<file path="config.mk">
export PLATFORM = sky130hd
export DESIGN_NAME = pipe_scheduler
export DESIGN_NICKNAME = d
export VERILOG_FILES = /design/src/rtl/pipe_scheduler.sv
export SDC_FILE = /design/constraint.sdc
export NUM_CORES = 1
export LEC_CHECK = 0
export ABC_AREA = 1
export BUFFER_PORTS_ARGS = -buffer_cell sky130_fd_sc_hd__buf_2
export CAP_MARGIN = 10
export CELL_PAD_IN_SITES_DETAIL_PLACEMENT = 1
export CELL_PAD_IN_SITES_GLOBAL_PLACEMENT = 1
export CORE_MARGIN = 4
export CORE_UTILIZATION = 42
export DETAILED_ROUTE_END_ITERATION = 10
export GPL_TIMING_DRIVEN = 0
export PLACE_DENSITY_LB_ADDON = 0.1
export REMOVE_ABC_BUFFERS = 1
export SYNTH_ARGS = -nofsm -noshare
export SYNTH_HDL_FRONTEND = slang
export SYNTH_SLANG_ARGS = --single-unit
</file>
<file path="constraint.sdc">
create_clock -name i_clk -period 3.8 [get_ports i_clk]
set_input_delay 0.38 -clock i_clk [delete_from_list [all_inputs] [get_ports i_clk]]
set_output_delay 0.38 -clock i_clk [all_outputs]
set_load 0.05 [all_outputs]
</file>
<file path="src/rtl/pipe_scheduler.sv">
// Pipe scheduler: moves two scrolling pipes, re-rolls gap heights on wrap and
// counts pipes passed by the bird. Optional macro PIPE_SPEEDUP_EN enables score-based speed-up.
module pipe_scheduler #(
    parameter int D_WIDTH     = 640,
    parameter int D_HEIGHT    = 480,
    parameter int PIPE_HALF_W = 20,
    parameter int SPACING     = 360,
    parameter int SPEED       = 2,
    parameter int BIRD_X      = 160
) (
    input  logic        i_clk,
    input  logic        i_rst,
    input  logic        i_animate,
    input  logic        i_start,
    input  logic        i_collide,
    output logic [11:0] o_p0_x,
    output logic [11:0] o_p1_x,
    output logic [11:0] o_p0_gap,
    output logic [11:0] o_p1_gap,
    output logic        o_running,
    output logic [7:0]  o_score
);

    localparam logic [1:0]  S_IDLE   = 2'd0;
    localparam logic [1:0]  S_RUN    = 2'd1;
    localparam logic [1:0]  S_OVER   = 2'd2;
    localparam logic [11:0] X0_INIT  = 12'(D_WIDTH + PIPE_HALF_W);
    localparam logic [11:0] X1_INIT  = 12'(D_WIDTH + PIPE_HALF_W + SPACING);
    localparam logic [11:0] GAP_INIT = 12'(D_HEIGHT / 2);
    localparam logic [11:0] WRAP_ADD = 12'(2 * SPACING);
    localparam logic [11:0] HALF_W   = 12'(PIPE_HALF_W);
    localparam logic [11:0] BX       = 12'(BIRD_X);
    localparam logic [7:0]  LFSR_SEED = 8'hA5;

    logic [1:0]  r_state;
    logic [1:0]  w_state_next;
    logic        w_running_next;
    logic        w_load_init;
    logic        w_move;
    logic        r_running;
    logic [11:0] r_p0_x, r_p1_x, r_p0_gap, r_p1_gap;
    logic [7:0]  r_score;
    logic [7:0]  r_lfsr;
    logic        w_lfsr_fb;
    logic [11:0] w_spd;
    logic        w_wrap0, w_wrap1, w_cross0, w_cross1;
    logic [11:0] w_p0_next, w_p1_next, w_gap_roll;
    logic [1:0]  w_inc;
    logic [8:0]  w_sum;
    logic [7:0]  w_score_next;

`ifdef PIPE_SPEEDUP_EN
    logic [4:0] w_boost_raw;
    logic [1:0] w_boost;
    assign w_boost_raw = r_score[7:3];
    assign w_boost     = (w_boost_raw > 5'd3) ? 2'd3 : w_boost_raw[1:0];
    assign w_spd       = 12'(SPEED) + {10'd0, w_boost};
`else
    assign w_spd = 12'(SPEED);
`endif

    // Movement with wrap: a wrapped pipe keeps its phase modulo 2*SPACING.
    assign w_wrap0    = r_p0_x < (HALF_W + w_spd);
    assign w_wrap1    = r_p1_x < (HALF_W + w_spd);
    assign w_p0_next  = w_wrap0 ? (r_p0_x + WRAP_ADD - w_spd) : (r_p0_x - w_spd);
    assign w_p1_next  = w_wrap1 ? (r_p1_x + WRAP_ADD - w_spd) : (r_p1_x - w_spd);
    assign w_cross0   = (r_p0_x >= BX) && (w_p0_next < BX);
    assign w_cross1   = (r_p1_x >= BX) && (w_p1_next < BX);
    assign w_inc      = {1'b0, w_cross0} + {1'b0, w_cross1};
    assign w_sum      = {1'b0, r_score} + {7'd0, w_inc};
    assign w_score_next = w_sum[8] ? 8'hFF : w_sum[7:0];
    assign w_gap_roll = 12'd120 + {4'd0, r_lfsr};
    assign w_lfsr_fb  = r_lfsr[7] ^ r_lfsr[5] ^ r_lfsr[4] ^ r_lfsr[3];

    // State register.
    always_ff @(posedge i_clk) begin
        if (i_rst) r_state <= S_IDLE;
        else       r_state <= w_state_next;
    end

    // Next-state logic.
    always_comb begin
        w_state_next = r_state;
        case (r_state)
            S_IDLE:  w_state_next = i_start   ? S_RUN  : S_IDLE;
            S_RUN:   w_state_next = i_collide ? S_OVER : S_RUN;
            S_OVER:  w_state_next = i_start   ? S_IDLE : S_OVER;
            default: w_state_next = S_IDLE;
        endcase
    end

    // Output/control decode; movement only when staying in RUN.
    always_comb begin
        w_running_next = (w_state_next == S_RUN);
        w_load_init    = (w_state_next == S_IDLE);
        w_move         = (r_state == S_RUN) && (w_state_next == S_RUN) && i_animate;
    end

    // Datapath registers.
    always_ff @(posedge i_clk) begin
        if (i_rst || w_load_init) begin
            r_p0_x   <= X0_INIT;
            r_p1_x   <= X1_INIT;
            r_p0_gap <= GAP_INIT;
            r_p1_gap <= GAP_INIT;
            r_score  <= 8'd0;
        end else if (w_move) begin
            r_p0_x   <= w_p0_next;
            r_p1_x   <= w_p1_next;
            r_p0_gap <= w_wrap0 ? w_gap_roll : r_p0_gap;
            r_p1_gap <= w_wrap1 ? w_gap_roll : r_p1_gap;
            r_score  <= w_score_next;
        end else begin
            r_p0_x   <= r_p0_x;
            r_p1_x   <= r_p1_x;
            r_p0_gap <= r_p0_gap;
            r_p1_gap <= r_p1_gap;
            r_score  <= r_score;
        end
    end

    // Running flag and free-running LFSR.
    always_ff @(posedge i_clk) begin
        if (i_rst) begin
            r_running <= 1'b0;
            r_lfsr    <= LFSR_SEED;
        end else begin
            r_running <= w_running_next;
            r_lfsr    <= {r_lfsr[6:0], w_lfsr_fb};
        end
    end

    assign o_p0_x    = r_p0_x;
    assign o_p1_x    = r_p1_x;
    assign o_p0_gap  = r_p0_gap;
    assign o_p1_gap  = r_p1_gap;
    assign o_running = r_running;
    assign o_score   = r_score;

endmodule
</file>
**Word level (Yosys, flattened, before mapping)**

Index checks and enable logic that the tools add are counted.

- Bits in registers: 67
- Bits in latches: 0
- Bits in writable memories: 0
- Memory bits (read-only): 0
- Bits of input ports: 5
- Logic and storage cells: 45
- Memories: 0

- $add $sub $neg: 9
- Multipliers: 0
- Div/mod/pow operators: 0
- Order comparisons: 6
- Equality and inequality tests: 3
- Shift operators: 0
- Mux-type cells: 7
- Bitwise gates (word level): 3
- Reduce and logical (&&, ||, !) cells: 9

Operators by type and width:

| cell | number |
|---|---|
| $sub 12x2->12 const B | 4 |
| $add 12x10->12 const B | 2 |
| $ge 12x8->1 const B | 2 |
| $lt 12x5->1 const B | 2 |
| $lt 12x8->1 const B | 2 |
| $mux 12 | 2 |
| $add 7x8->9 const A | 1 |
| $add 8x2->9 | 1 |
| $mux 8 | 1 |
| $pmux 2 s3 | 1 |
| $eq 2x1->1 const B | 2 |
| $logic_and 1x1->1 | 4 |
| $logic_not 2->1 | 2 |
| $mux 2 | 2 |
| $reduce_and 2->1 | 2 |
| $xor 1x1->1 | 3 |
| $add 1x1->2 | 1 |
| $eq 2x2->1 const B | 1 |
| $logic_or 1x1->1 | 1 |
| $mux 1 | 1 |

**Logic depth before layout (Yosys ltp)**

- Depth in word-level cells: 8
- Mapped depth: 18
- Mapped depth without buffers: 18

**Least setup slack after synthesis**

OpenSTA, ideal clock, no wires.

- Path type: flip-flop to flip-flop
- Start: register r_p1_x[1], in the netlist o_p1_x[1]
- End: register r_score[4], in the netlist o_score[4]
- Library setup time: 0.070 ns
- Arrival time: 2.832 ns
- Required time: 3.730 ns
- Setup slack: 0.898 ns
- Cell stages (with the launch flop): 17
- Buffers on the path: 0
- Cells stage by stage: dfxtp_1 > inv_1 > ha_1 > nand2_1 > nor2_1 > nand3_1 > nand4_1 > nor2_1 > nand3_1 > fa_1 > inv_1 > ha_1 > nand3_1 > or2_2 > nand3_1 > nand2_1 > a21oi_1

- Longest elaborated chain between the ends: 8
- Elaborated cells on any way between the ends: 11
- Classes of those cells: add/sub (5); order compare (3); mux (2); reduce/logical (1)

RTL lines:

| what | line | source |
|---|---|---|
| start, declared | 41 | `logic [11:0] r_p0_x, r_p1_x, r_p0_gap, r_p1_gap;` |
| start signal, assigned | 109 | `r_p1_x <= w_p1_next;` |
| start signal, assigned | 115 | `r_p1_x <= r_p1_x;` |
| $add 12x10->12 | 66 | `assign w_p1_next = w_wrap1 ? (r_p1_x + WRAP_ADD - w_spd) : (r_p1_x - w_spd);` |
| $sub 12x2->12 | 66 |  |
| $mux 12 | 66 |  |
| $lt 12x8->1 | 68 | `assign w_cross1 = (r_p1_x >= BX) && (w_p1_next < BX);` |
| $logic_and 1x1->1 (*) | 68 |  |
| $add 1x1->2 (*) | 69 | `assign w_inc = {1'b0, w_cross0} + {1'b0, w_cross1};` |
| $add 8x2->9 (*) | 70 | `assign w_sum = {1'b0, r_score} + {7'd0, w_inc};` |
| $mux 8 (*) | 71 | `assign w_score_next = w_sum[8] ? 8'hFF : w_sum[7:0];` |
| end signal, assigned | 112 | `r_score <= w_score_next;` |
| end signal, assigned | 118 | `r_score <= r_score;` |
| end, declared | 42 | `logic [7:0] r_score;` |

Mark *: on every way between the ends. The rest lies on a longest branch, timed or not.
A chain may end at the register's enable or synchronous reset.

**Worst setup path in the final report**

- Start: register r_p1_x[1], in the netlist o_p1_x[1]
- End: register r_score[5], in the netlist o_score[5]

The elaborated chain is that of the path after synthesis.

==> reports/results.md <==
• result of the run: complete, no violations
• f_max: 322.7 MHz
• hold path startpoint: i_rst
• number of cell instances on the worst register-to-register path: 16
• CTS tree: yes
• Static Leak: 1.692 nW
• CP top delay family: simple AND/OR/NAND/NOR gates
• pre-CTS setup slack: 731.6 ps
• vias per cell: 4.954
• portion of the post-synthesis area used by sequential elements: 0.3844
• fraction of layout instances using a drive strength above 1: 0.1837
• via count: 2,903
• actual transition at the worst max-transition pin: 793.8 ps
• power density normalized to cell area: 444.1 nW/um2
• final net count: 496
• list of cells traversed by the critical path: inv_1 -> ha_1 -> nand2_1 -> nor2_1 -> nand2_1 -> nand2_1 -> nand4_1 -> nor2_1 -> nand3_1 -> fa_1 -> inv_1 -> ha_1 -> nand4_1 -> inv_1 -> nand4_1 -> a21oi_1
• GRT Total Usage: 0.1990
• Skew-Pair Late Insertion Delay: 330 ps
• sum of routed wire length over all layers: 8230 um
• synthesized instance count: 437
• core area: 6944 um2
• count of flip-flops with a built-in enable after synthesis: 0
• endpoint arrival time on the critical path: 3360 ps
• number of placed I/O pins: 62
• top area cells in the synthesized netlist: dfxtp_1, nand2_1, nand3_1, inv_1, nor2_1
• type of the worst min-delay path: primary input to flip-flop
• R2R Path End: o_score[5]
• number of input and output port buffers inserted: 53
• Die Outline Area: 8749 um2
• initial detailed-routing violation count: 77
• destination of the worst hold path: r_lfsr[3]
• remaining global-route overflow: 0
• hold violation total from the final report: 0
• accumulated negative setup slack: 0 ps
• number of cells traversed by the worst hold path: 2
• max-cap check violation count: 0
• number of different library cells in the post-synthesis netlist: 31
• CP max FO: 7
• Starting Density: 0.4425
• synthesized-area fraction occupied by xor and xnor cells: 0.04560
• DRT antenna net count: 0
• global-route wire length before repair: 14,010 um
• highest cell delay on the worst timing path: 420 ps
• x dimension of the die: 93.54 um
• Yosys warnings: 0
• post-layout min period: 3099 ps
• cell accounting for the most synthesized area: dfxtp_1
• Critical Path Source Type: flip-flop
• number of filler cells placed in the layout: 948
• final worst path period share: 0.8155
• DRT Pass-1 Iters: 4
• combinational family with the most area after synthesis: simple AND/OR/NAND/NOR gates
• maximum number of pins on one net before global-route repair: 35
• endpoint class of the critical path: flip-flop
• mean cell area of the mapped netlist: 7.032 um2
• diodes inserted: 0
• total power consumption of the routed design: 1.580 mW
• CP Data Required Time: 4060 ps
• mux cell area share after synthesis: 0.003257
• Sinks on Clock Net: 59
• PnR worst setup slack: 701.0 ps
• adder-cell area share of the yosys netlist: 0.02687
• weighted congestion reported at the end of routability-driven placement: 0.7962
• unrepaired setup endpoints after global routing: no
• library cell used as clock root buffer: clkbuf_8
• maximum buffer depth of the clock tree: 2
• Reg-to-Reg Start: o_p1_x[1]
• detailed-route wire length per cell: 14.04 um
• DRC violation count after routing: 0
• dominant register cell in the synthesized netlist: dfxtp_1
• # Post-CTS Setup Buffers: 0
• fraction of the mapped netlist area in simple logic gates: 0.3050
• worst slew margin relative to its limit: 0.4696
• Area Overhead vs Synth: 15.76%
• Worst R2R Setup Slack: 700 ps
• clock slew at reported path FFs: 70 ps
• H-tree level count: 3
• fin. max-slew vios: 0
• number of antenna violations at the first check in global routing: 0
• critical path's slowest cell: fa_1
• type of the worst setup path: flip-flop to flip-flop
• final worst clock skew: 9.467 ps
• die height: 93.54 um
• Async S/R FF share, synth: 0
• compound-gate portion of the synthesized area: 0.1160
• post-cts gate resize count: 0
• num rows: 30
• number of buffer and inverter instances along the worst setup path: 3
• share of Yosys cell area claimed by the top area cell type: 0.3844
• post-cts hold buffer count: 0
• mapped cell area: 3073 um2
• HPWL Detailed: 5895 um
• via count of the first global-routing pass: 2,952
• Max VDD drop: 199.7 uV
• number of synthesized register bits: 59
• final setup violation count: 0
• cts bufs inserted: 9
cell usage in the layout, fill, tap and decap left out, types with 3 or more instances in the layout:
| cell | instances |
|---|---|
| a21oi_1 | 31 |
| buf_2 | 53 |
| bufinv_16 | 3 |
| clkbuf_8 | 10 |
| conb_1 | 8 |
| dfxtp_1 | 59 |
| ha_1 | 5 |
| inv_1 | 44 |
| inv_2 | 5 |
| nand2_1 | 111 |
| nand3_1 | 38 |
| nand4_1 | 6 |
| nor2_1 | 42 |
| nor2_2 | 6 |
| nor2_4 | 4 |
| o211ai_1 | 4 |
| o21ai_0 | 24 |
| o21ai_1 | 6 |
| xor2_1 | 15 |
through the flow:
stage | area (um2) | util | instances | hold slack, ps
after CTS | 3557 | 0.5123 | 586 | 300.5
after detailed placement | 3307 | 0.4762 | 570 | 453.1
after global placement | 3307 | 0.4762 | 570 | 441.3
after floorplan | 2922 | - | 421 | 427.6
after global routing | 3557 | 0.5123 | 586 | 325.3
final | 3557 | 0.5123 | 586 | 313.5
synth_stat cells (5+ instances only):
cell type	instances
nand2_1	111
dfxtp_1	59
inv_1	44
nor2_1	42
nand3_1	38
a21oi_1	31
o21ai_0	24
xor2_1	15
buf_4	11
buf_6	6
nand4_1	6
nor2_2	6
o21ai_1	6
ha_1	5
inv_2	5
worst reg2reg max path: stages (launching register included):
cell and delay, ps:
dfxtp_1 330, inv_1 170, ha_1 270, nand2_1 130, nor2_1 180, nand2_1 90
nand2_1 80, nand4_1 80, nor2_1 130, nand3_1 150, fa_1 420, inv_1 70
ha_1 190, nand4_1 210, inv_1 110, nand4_1 200, a21oi_1 230
cells by family after synthesis:
logic type / count (synthesis)
xor+xnor: 16
mux: 1
simple gates: 214
other cells: 1
fa+ha+maj: 6
buf+inv: 72
compound gates: 68
flops: 59
cell type report:
type	instances	area, um2	share of cell area
Multi-Input combinational cell	313	1556	0.4376
Sequential cell	59	1181	0.3320
Timing Repair Buffer	53	265.3	0.07457
Inverter	49	183.9	0.05171
Clock buffer	10	137.6	0.03869
Tap cell	96	120.1	0.03377
Clock inverter	6	112.6	0.03166
where the power goes:
part / leakage (nW) / switching, mW / total (mW) / internal [mW]
Combinational: 1.09 / 0.154 / 0.199 / 0.0449
Clock: 0.126 / 0.266 / 0.720 / 0.455
Sequential: 0.480 / 0.0219 / 0.661 / 0.639
how the worst max path moves through the flow:
stage,endpoint,cells past startpoint,slack [ps],startpoint
after floorplan,o_score[4],16,840,o_p1_x[1]
after global placement,o_score[2],16,810,o_p1_x[1]
after detailed placement,o_score[5],16,730,o_p1_x[1]
after CTS,o_score[5],16,660,o_p1_x[1]
after global routing,o_score[5],16,300,o_p1_x[1]
final,o_score[5],16,700,o_p1_x[1]
routing by layer:
layer	global-route usage	share of wire
met3	0.03218	0.033
met4	0.07581	0.015
met2	0.3514	0.50
met1	0.2411	0.46
met5	0	0
flip-flops by register name (all words and copies together) (netlist names):
signal and cells:
o_p0_gap 9, o_p0_x 11, o_p1_gap 9, o_p1_x 11
o_running 1, o_score 8, r_lfsr 8, r_state 2
No activity file was read; power rests on OpenSTA's default activity.
